<file path="src/rtl/video_pattern_gen.sv">
// video_pattern_gen
//
// Test-pattern generator/injector on an AXI4-Stream video path.
// The input timing (tvalid, tlast, tuser) always passes through one output
// register stage. The pixel data is either forwarded unchanged or replaced by
// a pattern computed from per-frame x/y coordinates. The pattern is chosen by
// a mode that only takes effect on a start-of-frame beat.
//
// Ports:
//   clk, rst              clock, synchronous active-high reset
//   mode                  requested pattern: 0 pass, 1 ramp, 2 bars, 3 checker,
//                         4 solid, 5-7 pass
//   solid_color           {R,B,G} colour used by the solid pattern
//   err_clr               clears the sticky line_err flag
//   s_axis_video_*        input stream (tuser = start of frame, tlast = end of line)
//   m_axis_video_*        output stream, registered, full backpressure
//   frame_cnt             count of accepted start-of-frame beats (wraps)
//   line_err              sticky flag: a line length differed from the first line
//
// Pixel packing: G in [COMP_W-1:0], B in [2*COMP_W-1:COMP_W],
// R in [3*COMP_W-1:2*COMP_W], remaining upper bits zero.

module video_pattern_gen #(
    parameter int DATA_W    = 32,
    parameter int COMP_W    = 10,
    parameter int CNT_W     = 12,
    parameter int BAR_SHIFT = 7,
    parameter int CHK_SHIFT = 4
) (
    input  logic                  clk,
    input  logic                  rst,
    input  logic [2:0]            mode,
    input  logic [3*COMP_W-1:0]   solid_color,
    input  logic                  err_clr,
    input  logic [DATA_W-1:0]     s_axis_video_tdata,
    input  logic                  s_axis_video_tvalid,
    output logic                  s_axis_video_tready,
    input  logic                  s_axis_video_tlast,
    input  logic                  s_axis_video_tuser,
    output logic [DATA_W-1:0]     m_axis_video_tdata,
    output logic                  m_axis_video_tvalid,
    input  logic                  m_axis_video_tready,
    output logic                  m_axis_video_tlast,
    output logic                  m_axis_video_tuser,
    output logic [15:0]           frame_cnt,
    output logic                  line_err
);

    typedef enum logic [2:0] {
        MODE_PASS    = 3'd0,
        MODE_RAMP    = 3'd1,
        MODE_BARS    = 3'd2,
        MODE_CHECKER = 3'd3,
        MODE_SOLID   = 3'd4
    } mode_e;

    logic [2:0]        active_mode;
    logic [CNT_W-1:0]  x;
    logic [CNT_W-1:0]  y;
    logic [CNT_W:0]    line_len;
    logic              len_valid;

    logic              accept;
    logic [CNT_W-1:0]  ex;
    logic [CNT_W-1:0]  ey;
    logic [2:0]        eff_mode;
    logic [CNT_W:0]    ex_len;
    logic              len_valid_eff;
    logic              len_mismatch;

    logic [COMP_W-1:0] comp_x;
    logic [COMP_W-1:0] comp_y;
    logic [COMP_W-1:0] r;
    logic [COMP_W-1:0] g;
    logic [COMP_W-1:0] b;
    logic [2:0]        bar_idx;
    logic              chk_on;
    logic              use_pattern;
    logic [DATA_W-1:0] packed_rgb;
    logic [DATA_W-1:0] pixel;

    // Input is ready whenever the single output slot is empty or draining
    // this cycle; held low during reset so nothing is accepted then.
    assign s_axis_video_tready = !rst && (!m_axis_video_tvalid || m_axis_video_tready);
    assign accept = s_axis_video_tvalid && s_axis_video_tready;

    // A start-of-frame beat is always coordinate (0,0) of the new frame and
    // already uses the newly requested mode, so its effective values bypass
    // the stored registers.
    assign ex            = s_axis_video_tuser ? '0 : x;
    assign ey            = s_axis_video_tuser ? '0 : y;
    assign eff_mode      = s_axis_video_tuser ? mode : active_mode;
    assign len_valid_eff = s_axis_video_tuser ? 1'b0 : len_valid;

    // Line length is one wider than the counter so a full-width line length
    // is still representable.
    assign ex_len       = {1'b0, ex} + {{CNT_W{1'b0}}, 1'b1};
    assign len_mismatch = accept && s_axis_video_tlast && len_valid_eff && (ex_len != line_len);

    // Ramp components are the low coordinate bits, zero-extended when the
    // counters are narrower than a colour component.
    generate
        if (CNT_W >= COMP_W) begin : g_comp_trunc
            assign comp_x = ex[COMP_W-1:0];
            assign comp_y = ey[COMP_W-1:0];
        end else begin : g_comp_ext
            assign comp_x = {{(COMP_W-CNT_W){1'b0}}, ex};
            assign comp_y = {{(COMP_W-CNT_W){1'b0}}, ey};
        end
    endgenerate

    // Inverting the bar number makes bar 0 white (all components on) and
    // the last of each group of eight black.
    assign bar_idx = ~ex[BAR_SHIFT+2 -: 3];
    assign chk_on  = ex[CHK_SHIFT] ^ ey[CHK_SHIFT];

    // Pattern selection: every pattern fills the three colour components,
    // pass (and the unused mode codes) forwards the input word untouched.
    always_comb begin
        r           = '0;
        g           = '0;
        b           = '0;
        use_pattern = 1'b1;
        case (eff_mode)
            MODE_RAMP: begin
                g = comp_x;
                b = comp_y;
                r = ~comp_y;
            end
            MODE_BARS: begin
                r = {COMP_W{bar_idx[2]}};
                g = {COMP_W{bar_idx[1]}};
                b = {COMP_W{bar_idx[0]}};
            end
            MODE_CHECKER: begin
                r = {COMP_W{chk_on}};
                g = {COMP_W{chk_on}};
                b = {COMP_W{chk_on}};
            end
            MODE_SOLID: begin
                {r, b, g} = solid_color;
            end
            default: begin
                use_pattern = 1'b0;
            end
        endcase
        packed_rgb                 = '0;
        packed_rgb[3*COMP_W-1:0]   = {r, b, g};
        pixel                      = use_pattern ? packed_rgb : s_axis_video_tdata;
    end

    // Output register stage: load on accept, otherwise drop valid once the
    // downstream has taken the held beat. Reset discards any in-flight beat.
    always_ff @(posedge clk) begin
        if (rst) begin
            m_axis_video_tdata  <= '0;
            m_axis_video_tvalid <= 1'b0;
            m_axis_video_tlast  <= 1'b0;
            m_axis_video_tuser  <= 1'b0;
        end else if (accept) begin
            m_axis_video_tdata  <= pixel;
            m_axis_video_tvalid <= 1'b1;
            m_axis_video_tlast  <= s_axis_video_tlast;
            m_axis_video_tuser  <= s_axis_video_tuser;
        end else if (m_axis_video_tready) begin
            m_axis_video_tvalid <= 1'b0;
        end
    end

    // Frame bookkeeping: coordinates, latched mode and frame count all move
    // only on accepted beats. x/y wrap silently at the counter width.
    always_ff @(posedge clk) begin
        if (rst) begin
            x           <= '0;
            y           <= '0;
            active_mode <= MODE_PASS;
            frame_cnt   <= '0;
        end else if (accept) begin
            if (s_axis_video_tlast) begin
                x <= '0;
                y <= ey + CNT_W'(1);
            end else begin
                x <= ex + CNT_W'(1);
                y <= ey;
            end
            if (s_axis_video_tuser) begin
                active_mode <= eff_mode;
                frame_cnt   <= frame_cnt + 16'd1;
            end
        end
    end

    // Line-length checker: the first complete line of each frame sets the
    // reference length, later lines are compared against it. A new mismatch
    // takes priority over a simultaneous clear so an error is never lost.
    always_ff @(posedge clk) begin
        if (rst) begin
            line_len  <= '0;
            len_valid <= 1'b0;
            line_err  <= 1'b0;
        end else begin
            if (accept) begin
                if (s_axis_video_tlast && !len_valid_eff) begin
                    line_len  <= ex_len;
                    len_valid <= 1'b1;
                end else if (s_axis_video_tuser) begin
                    len_valid <= 1'b0;
                end
            end
            if (len_mismatch) begin
                line_err <= 1'b1;
            end else if (err_clr) begin
                line_err <= 1'b0;
            end
        end
    end

endmodule

</file>
<file path="config.mk">
export PLATFORM = sky130hd
export DESIGN_NAME = video_pattern_gen
export DESIGN_NICKNAME = d
export VERILOG_FILES = /design/src/rtl/video_pattern_gen.sv
export SDC_FILE = /design/constraint.sdc
export NUM_CORES = 1
export LEC_CHECK = 0
export ABC_AREA = 0
export CORE_MARGIN = 2
export CORE_UTILIZATION = 37
export CTS_BUF_LIST = sky130_fd_sc_hd__clkbuf_8
export DETAILED_ROUTE_END_ITERATION = 10
export GPL_TIMING_DRIVEN = 1
export SLEW_MARGIN = 20
export SYNTH_ARGS = -nofsm -noshare
export SYNTH_HDL_FRONTEND = slang
export SYNTH_SLANG_ARGS = --single-unit
</file>
<file path="constraint.sdc">
create_clock -name clk -period 3.45 [get_ports clk]
set_input_delay 0.69 -clock clk [delete_from_list [all_inputs] [get_ports clk]]
set_output_delay 0.69 -clock clk [all_outputs]
set_load 0.01 [all_outputs]
</file>
==> flow_metrics.env, run 1 <==
export IMPL_synth_largest_area_cell="dfxtp_1"
export IMPL_finalSetupViolCount=0
export IMPL_placement_io_buffers=124
export IMPL_ys_ff_latch=91
export IMPL_cts_tree="yes"
export IMPL_cp_common_cell="clkdlybuf4s50_1"
export IMPL_r2r_cells=8
export IMPL_path_depth=4
export IMPL_synth_top_family_by_area="simple AND/OR/NAND/NOR gates"
export IMPL_p_leak_nw=2.35
export IMPL_crit_arrival_ns=2.24
export IMPL_ir_worst_vdd_v=0.000152
export IMPL_yosys_area_share_simple_pct=23.3
export IMPL_antenna_left=0
export IMPL_p_total_mw=2.26
export IMPL_synth_compound_area_share_pct=20.6
export IMPL_placementRows=42
export IMPL_start_util_pct=37.5
export IMPL_slowest_delay_ns=0.58
export IMPL_seq_area_frac_synth_pct=37.2
export IMPL_insertion_delay_ns=0.37
export IMPL_layout_common_cells="123 x clkdlybuf4s50_1, 91 x dfxtp_1, 60 x nor2_1"
export IMPL_synth_cells=596
export IMPL_tightest_slew_ns=0.814
export IMPL_dpl_cell_count=883
export IMPL_grt_overflow_total=0
export IMPL_syn_avg_cell_area_sq_um=8.23
export IMPL_crit_fanout=4
export IMPL_gp_congestion=0.876
export IMPL_antenna_found_initial=0
export IMPL_area_delta_synth_final_pct=33.8
export IMPL_cts_root_buf="clkbuf_8"
export IMPL_routed_via_density=5.52
export IMPL_layout_min_cycle_time_ns=2.93
export IMPL_crit_path_end_kind="primary output"
export IMPL_synth_xor_area_share_pct=6.97
export IMPL_fin_crit_sh_pct=85.0
export IMPL_relSlewSlack_pct=45.7
export IMPL_die_area_sq_mm=0.0142
export IMPL_yosys_top_cells_area="dfxtp_1 37%, mux2i_1 5.7%, nor2_1 4.6%, nand2_1 4.4%, xnor2_1 3.9%"
export IMPL_power_density_mw_per_mm2=345
export IMPL_dieWidth_microns=119
export IMPL_dr_pass1_iters=6
export IMPL_maxCapViolations=0
export IMPL_rsz0062_at_grt="no"
export IMPL_drt_iter0_markers=365
export IMPL_register_area_sq_mm=0.00182
export IMPL_via_count=4958
export IMPL_grtUsageTotal_pct=22.3
export IMPL_grt_pass1_vias=4847
export IMPL_multiInputGateArea_sq_mm=0.00284
export IMPL_nNetsFinal=793
export IMPL_worstHoldPathType="reg -> reg"
export IMPL_clk_path_buf_depth=2
export IMPL_setup_slack_ns=0.518
export IMPL_ys_types=57
export IMPL_finalMaxSlewViolations=0
export IMPL_numCtsBuffers=9
export IMPL_yosys_warnings=0
export IMPL_fmax_ghz=0.341
export IMPL_whs_path_depth=2
export IMPL_path_buf_inv=2
export IMPL_finClkSkew_ns=0.0126
export IMPL_drive_gt1_share_pct=8.30
export IMPL_syn_area_sq_mm=0.00490
export IMPL_crit_chain="clkdlybuf4s50_1 -> and2b_1 -> nor2_1 -> clkdlybuf4s50_1"
export IMPL_finalHoldViolations=0
export IMPL_crit_slowest_cell="clkdlybuf4s50_1"
export IMPL_crit_type="in -> out"
export IMPL_wl_per_cell_microns=17.3
export IMPL_h_tree_depth=3
export IMPL_cts_num_sinks=91
export IMPL_mostFrequentLayoutCell="clkdlybuf4s50_1"
export IMPL_grt_pass1_wl_microns=25300
export IMPL_die_height_microns=119
export IMPL_instances_no_fill=899
export IMPL_drc=0
export IMPL_ctsResizeCount=0
export IMPL_hold_buffers=0
export IMPL_fin_tns_setup_ns=0
export IMPL_synthAdderAreaFrac_pct=0.766
export IMPL_crit_family="buffers and inverters"
export IMPL_diodes=0
export IMPL_clk_pin_slew_ns=0.10
export IMPL_cts_setup_buffers=0
export IMPL_grt_max_degree=36
export IMPL_muxShareOfSynthArea_pct=6.18
export IMPL_cp_start_kind="input pin"
export IMPL_io_pins=125
export IMPL_crit_required_ns=2.76
export IMPL_synth_top_area_share_pct=37.2
export IMPL_fill_cells=1266
export IMPL_preCtsSetupSlack_ns=0.422
export IMPL_status="finished clean"
export IMPL_routed_wl_microns=15600
export IMPL_dpl_hpwl_microns=11400
export IMPL_synth_nets=671
export IMPL_core_area_sq_mm=0.0131
-- final timing paths --
| kind | startpoint | endpoint | slack [ns] |
|---|---|---|---|
| worst max-delay path | m_axis_video_tready | s_axis_video_tready | 0.52 |
| worst min-delay path | m_axis_video_tdata[30] | m_axis_video_tdata[30] | 0.46 |
| worst max register to register | x[1] | line_err | 1.30 |
| worst min register to register | m_axis_video_tdata[30] | m_axis_video_tdata[30] | 0.46 |
-- synth_stat cells, drive strengths merged --
library cell  number
a2111oi            1
a211oi             7
a21o               2
a21oi             30
a221o              2
a221oi            18
a222oi            10
a22oi             16
a31o               1
a31oi              3
a32oi              1
and2               1
and2b              1
and3               8
buf               17
clkbuf            22
clkinv             1
dfxtp             91
ha                 3
inv               14
mux2               2
mux2i             28
nand2             58
nand2b             4
nand3             38
nand3b             4
nand4              7
nor2              60
nor2b             16
nor3              10
nor3b              1
nor4              10
o2111a             1
o2111ai            1
o21ai             37
o22ai             15
o311ai             1
o31ai              2
o32ai              2
or2                2
or3                6
or4                3
xnor2             22
xor2              17
-- worst register-to-register path, stage by stage (launching register included) --
cell,delay [ns]
dfxtp_1,0.52
nor2b_1,0.18
ha_1,0.23
nand3b_1,0.11
nor2_1,0.33
a31oi_1,0.14
a211oi_1,0.23
o2111a_1,0.24
a21oi_1,0.06
-- power by group --
part	internal [mW]	switching, mW	leakage [nW]
registers	1.10	0.0315	0.742
clock network	0.259	0.405	0.0864
logic	0.247	0.221	1.52
-- registers in the layout, indices dropped and copies added, names as in the netlist --
signal               flops
frame_cnt               16
line_len                13
line_err                 1
m_axis_video_tdata      32
active_mode              3
y                       10
len_valid                1
m_axis_video_tvalid      1
m_axis_video_tlast       1
m_axis_video_tuser       1
x                       12
-- metrics by stage --
| step | utilization, % | hold slack, ns | cell area [sq um] |
|---|---|---|---|
| 6_report | 50.1 | 0.464 | 6560 |
| 2_1_floorplan | - | 0.449 | 4900 |
| 5_1_grt | 50.1 | 0.482 | 6560 |
| 3_3_place_gp | 48.8 | 0.447 | 6390 |
| 4_1_cts | 50.1 | 0.466 | 6560 |
| 3_5_place_dp | 48.8 | 0.448 | 6390 |
-- cell type report --
type                    count  area share (%)
repair buffers            150            22.0
well taps                 176            3.36
inverters                  15           0.916
clock inverters             7           0.706
clock buffers               9            1.89
multi-input cells         451            43.3
flip-flops and latches     91            27.8
-- cell families (layout without fill, tap and decap cells) --
| family | count (synthesis) | in the layout |
|---|---|---|
| AND/OR/NAND/NOR | 229 | 229 |
| AO/OA/AOI/OAI | 150 | 150 |
| flip-flops | 91 | 91 |
| buffers and inverters | 54 | 181 |
| XOR/XNOR | 39 | 39 |
| multiplexers | 30 | 30 |
| adder cells (fa/ha/maj) | 3 | 3 |
-- layer usage --
metal	wire (microns)	vias up	track usage (%)	share of wire, %
met4	314	0	8.93	2.0
met3	973	25	4.55	6.2
met2	7080	183	35.2	45
met1	7200	2332	29.7	46
met5	0	-	0	0
li1	-	2418	-	-
Note: power is estimated with default switching activity, not from simulation.
==> inputs of run 2 (changes only) <==
Clock period 3.45 ns to 2.86 ns, I/O delays scaled along.
==> run 2 against run 1 <==
Effect of this change: first-iteration DRC count up 4.7%; die area unchanged; routed wire length up 2.6%; largest power group unchanged; critical path type unchanged; power up 22%; sequential power up 20%; design area up 2.7%; combinational power up 25%; count of clock-buffer cells in the layout unchanged; largest cell class unchanged; worst hold slack better by 0.0024 ns.
==> flow_metrics.env, run 2 (synthesized netlist as in run 1, its figures left out) <==
export IMPL_status="finished clean"
export IMPL_instances_no_fill=919
export IMPL_fmax_ghz=0.383
export IMPL_io_pins=125
export IMPL_top_register="m_axis_video_tdata"
export IMPL_worstHoldPathType="reg -> reg"
export IMPL_diodes=0
export IMPL_clk_path_buf_depth=2
export IMPL_core_area_sq_mm=0.0131
export IMPL_gp_congestion=0.872
export IMPL_placement_io_buffers=124
export IMPL_placementRows=42
export IMPL_p_leak_nw=2.45
export IMPL_crit_required_ns=2.29
export IMPL_h_tree_depth=3
export IMPL_crit_type="in -> out"
export IMPL_p_total_mw=2.75
export IMPL_grt_pass1_vias=4998
export IMPL_cts_tree="yes"
export IMPL_die_height_microns=119
export IMPL_fill_cells=1253
export IMPL_relSlewSlack_pct=44.2
export IMPL_numCtsBuffers=9
export IMPL_grt_pass1_wl_microns=25900
export IMPL_place_area_sq_mm=0.00656
export IMPL_start_util_pct=37.5
export IMPL_drt_iter0_markers=382
export IMPL_wl_per_cell_microns=17.4
export IMPL_hold_buffers=0
export IMPL_via_count=5057
export IMPL_mostFrequentLayoutCell="clkdlybuf4s50_1"
export IMPL_die_area_sq_mm=0.0142
export IMPL_maxCapViolations=0
export IMPL_crit_chain="clkdlybuf4s50_1 -> and2b_1 -> nor2_1 -> clkdlybuf4s50_1"
export IMPL_setup_slack_ns=0.246
export IMPL_power_density_mw_per_mm2=408
export IMPL_layout_min_cycle_time_ns=2.61
export IMPL_routed_via_density=5.50
export IMPL_finClkSkew_ns=0.0117
export IMPL_drc=0
export IMPL_ctsResizeCount=0
export IMPL_slowest_delay_ns=0.59
export IMPL_crit_path_end_kind="primary output"
export IMPL_dieWidth_microns=119
export IMPL_finish_instance_area_sq_mm=0.00673
export IMPL_crit_fanout=2
export IMPL_grtUsageTotal_pct=22.8
export IMPL_preCtsSetupSlack_ns=0.0212
export IMPL_largest_reg_flops=32
export IMPL_tightest_slew_ns=0.838
export IMPL_cp_start_kind="input pin"
export IMPL_grt_max_degree=35
export IMPL_dpl_hpwl_microns=11800
export IMPL_dpl_cell_count=903
export IMPL_crit_slowest_cell="clkdlybuf4s50_1"
export IMPL_cts_num_sinks=91
export IMPL_finalSetupViolCount=0
export IMPL_clk_pin_slew_ns=0.10
export IMPL_hold_ws_ns=0.467
export IMPL_finalMaxSlewViolations=0
export IMPL_routed_wl_microns=16000
export IMPL_fin_tns_setup_ns=0
export IMPL_cts_root_buf="clkbuf_8"
export IMPL_reg_largest_list="m_axis_video_tdata x32, frame_cnt x16, line_len x13"
export IMPL_grt_overflow_total=0
export IMPL_insertion_delay_ns=0.38
export IMPL_rsz0062_at_grt="no"
export IMPL_cp_common_cell="clkdlybuf4s50_1"
export IMPL_antenna_found_initial=0
export IMPL_drive_gt1_share_pct=10.9
export IMPL_crit_arrival_ns=2.04
export IMPL_ir_worst_vdd_v=0.000260
export IMPL_finish_utilization_pct=51.5
export IMPL_layout_common_cells="123 x clkdlybuf4s50_1, 91 x dfxtp_1, 60 x nor2_1"
export IMPL_fin_crit_sh_pct=91.4
export IMPL_area_delta_synth_final_pct=37.3
export IMPL_cts_setup_buffers=0
export IMPL_antenna_left=0
export IMPL_dr_pass1_iters=5
export IMPL_finalHoldViolations=0
export IMPL_nNetsFinal=813
run 2: worst paths after layout:
check,end,startpoint,slack [ns],cells past startpoint
setup / recovery,s_axis_video_tready,m_axis_video_tready,0.25,4
hold / removal,m_axis_video_tdata[12],m_axis_video_tdata[12],0.47,2
setup reg to reg,line_err,x[1],0.55,8
hold reg to reg,m_axis_video_tdata[12],m_axis_video_tdata[12],0.47,2
run 2: worst max-delay path, delay by kind of cell:
family                 cells  cell delay, ns
buffers and inverters      2            1.09
and+or+nand+nor            2            0.38
run 2: layout make-up:
class	count	area (sq um)	share of cell area, %
Inverter	15	60.1	0.892
Sequential cell	91	1820	27.1
Tap cell	176	220	3.27
Clock buffer	9	124	1.84
Multi-Input combinational cell	451	2840	42.2
Clock inverter	7	45.0	0.669
Timing Repair Buffer	170	1620	24.0
run 2: layer usage:
layer	GRT usage (%)	routed length (microns)
met1	29.6	7370
met2	37.1	7380
met3	4.60	802
met4	9.38	424
met5	0	0
run 2: where the power goes:
group	internal, mW	total [mW]	switching [mW]
clock network	0.311	0.805	0.495
logic	0.311	0.583	0.272
registers	1.32	1.36	0.0363
==> inputs of run 3 (changes only) <==
Settings changed: CORE_UTILIZATION 37 to 50, PLACE_DENSITY set to 0.81.
==> run 3 against run 2 <==
Effect of this change: non-clock buffer count fell by 11; via count up 1.1%; count of clock-buffer cells in the layout grew 2.
==> flow_metrics.env, run 3 (synthesized netlist as in run 1, its figures left out) <==
export IMPL_pwr_share_clk_pct=30.5
export IMPL_gp_congestion=0.894
export IMPL_finish_instance_area_sq_mm=0.00661
export IMPL_power_density_mw_per_mm2=421
export IMPL_whs_path_depth=2
export IMPL_setup_slack_ns=0.331
export IMPL_finalMaxSlewViolations=0
export IMPL_routed_wl_microns=15200
export IMPL_relSlewSlack_pct=44.8
export IMPL_cts_root_buf="clkbuf_8"
export IMPL_via_count=5113
export IMPL_worstHoldPathType="reg -> reg"
export IMPL_finClkSkew_ns=0.0146
export IMPL_crit_slowest_cell="clkdlybuf4s50_1"
export IMPL_p_leak_nw=2.40
export IMPL_slowest_delay_ns=0.61
export IMPL_clk_pin_slew_ns=0.09
export IMPL_rsz0062_at_grt="no"
export IMPL_clk_path_buf_depth=2
export IMPL_die_height_microns=103
export IMPL_grt_max_degree=46
export IMPL_path_buf_inv=1
export IMPL_pwr_share_comb_pct=20.6
export IMPL_instances_no_fill=865
export IMPL_diodes=0
export IMPL_io_pins=125
export IMPL_dpl_cell_count=849
export IMPL_grt_pass1_vias=4849
export IMPL_maxCapViolations=0
export IMPL_crit_type="in -> reg"
export IMPL_largest_reg_flops=32
export IMPL_crit_fanout=6
export IMPL_finalSetupViolCount=0
export IMPL_wl_per_cell_microns=17.6
export IMPL_r2r_cells=6
export IMPL_grt_overflow_total=0
export IMPL_path_depth=9
export IMPL_nNetsFinal=802
export IMPL_layout_common_cells="123 x clkdlybuf4s50_1, 91 x dfxtp_1, 59 x nor2_1"
export IMPL_dieWidth_microns=103
export IMPL_cts_num_sinks=91
export IMPL_placementRows=36
export IMPL_antenna_left=0
export IMPL_crit_arrival_ns=2.77
export IMPL_drc=0
export IMPL_fill_cells=792
export IMPL_tightest_slew_ns=0.828
export IMPL_drt_iter0_markers=357
export IMPL_dpl_hpwl_microns=11000
export IMPL_crit_path_end_kind="register"
export IMPL_area_delta_synth_final_pct=34.7
export IMPL_antenna_found_initial=0
export IMPL_die_area_sq_mm=0.0106
export IMPL_crit_chain="clkdlybuf4s50_1 -> nor2b_1 -> ha_1 -> nand3_1 -> mux2_2 -> xnor2_1 -> o21ai_0 -> nor4_1 -> a21oi_1"
export IMPL_top_register="m_axis_video_tdata"
export IMPL_fmax_ghz=0.395
export IMPL_h_tree_depth=3
export IMPL_grt_pass1_wl_microns=23600
export IMPL_crit_required_ns=3.10
export IMPL_p_switching_uw=788
export IMPL_placement_io_buffers=124
export IMPL_finalHoldViolations=0
export IMPL_reg_largest_list="m_axis_video_tdata x32, frame_cnt x16, line_len x13"
export IMPL_grtUsageTotal_pct=28.3
export IMPL_drive_gt1_share_pct=9.70
export IMPL_multiInputGateArea_sq_mm=0.00285
export IMPL_swShare_pct=28.4
export IMPL_core_area_sq_mm=0.00964
export IMPL_mostFrequentLayoutCell="clkdlybuf4s50_1"
export IMPL_cp_start_kind="input pin"
export IMPL_ir_worst_vdd_v=0.000263
export IMPL_register_area_sq_mm=0.00182
export IMPL_preCtsSetupSlack_ns=-0.215
export IMPL_fin_crit_sh_pct=88.4
export IMPL_pwr_share_seq_pct=48.9
export IMPL_crit_family="buffers and inverters"
export IMPL_routed_via_density=5.91
export IMPL_cts_setup_buffers=0
export IMPL_status="finished clean"
export IMPL_cts_tree="yes"
export IMPL_place_area_sq_mm=0.00641
export IMPL_layout_min_cycle_time_ns=2.53
export IMPL_insertion_delay_ns=0.37
export IMPL_p_int_mw=1.99
export IMPL_dr_pass1_iters=5
export IMPL_numCtsBuffers=9
export IMPL_start_util_pct=50.9
[run 3: layer usage]
layer  part of all wire (%)  track usage, %  up-vias
li1                       -               -     2437
met1                     42            36.9     2428
met2                     48            46.1      214
met3                    6.6            4.81       34
met4                    3.0            12.3        0
met5                      0               0        -
[run 3: final timing paths]
path / start / to / slack, ns
worst min-delay path: m_axis_video_tdata[8] / m_axis_video_tdata[8] / 0.46
worst min register to register: m_axis_video_tdata[8] / m_axis_video_tdata[8] / 0.46
worst max-delay path: s_axis_video_tuser / line_err / 0.33
worst max register to register: x[1] / line_err / 0.52
[run 3: through the flow]
step	total power, mW	hold WS, ns	util [%]	setup TNS, ns
global placement	1.94	0.445	66.5	0
floorplan	1.66	0.449	-	0
detailed placement	1.95	0.450	66.5	-2.23
global route	2.89	0.482	68.5	0
CTS	2.78	0.463	68.5	0
finish	2.78	0.464	68.5	0
[run 3: repair_timing]
action,4_1_cts,5_1_grt
setup endpoints to repair,0,12
gates resized for setup,0,1
hold buffers,0,0
[run 3: power by group through the flow]
stage,combinational [mW],sequential [mW],clock (mW)
after floorplan,0.253,1.41,0
after global placement,0.551,1.39,0
after detailed placement,0.565,1.39,0
after CTS,0.567,1.36,0.856
after global routing,0.616,1.37,0.913
final,0.572,1.36,0.849
[run 3: cell type report]
| class | count | area share [%] |
|---|---|---|
| Timing Repair Buffer | 159 | 23.1 |
| Clock inverter | 5 | 0.549 |
| Clock buffer | 11 | 2.29 |
| Sequential cell | 91 | 27.6 |
| Tap cell | 133 | 2.52 |
| Multi-Input combinational cell | 451 | 43.1 |
| Inverter | 15 | 0.909 |
[run 3: worst register-to-register path, stage by stage (launching register included)]
cell and delay (ns):
dfxtp_1 0.53, nand3_1 0.29, or4_1 0.53, a21oi_1 0.27, xor2_1 0.13, nor4_1 0.32, a21oi_1 0.14
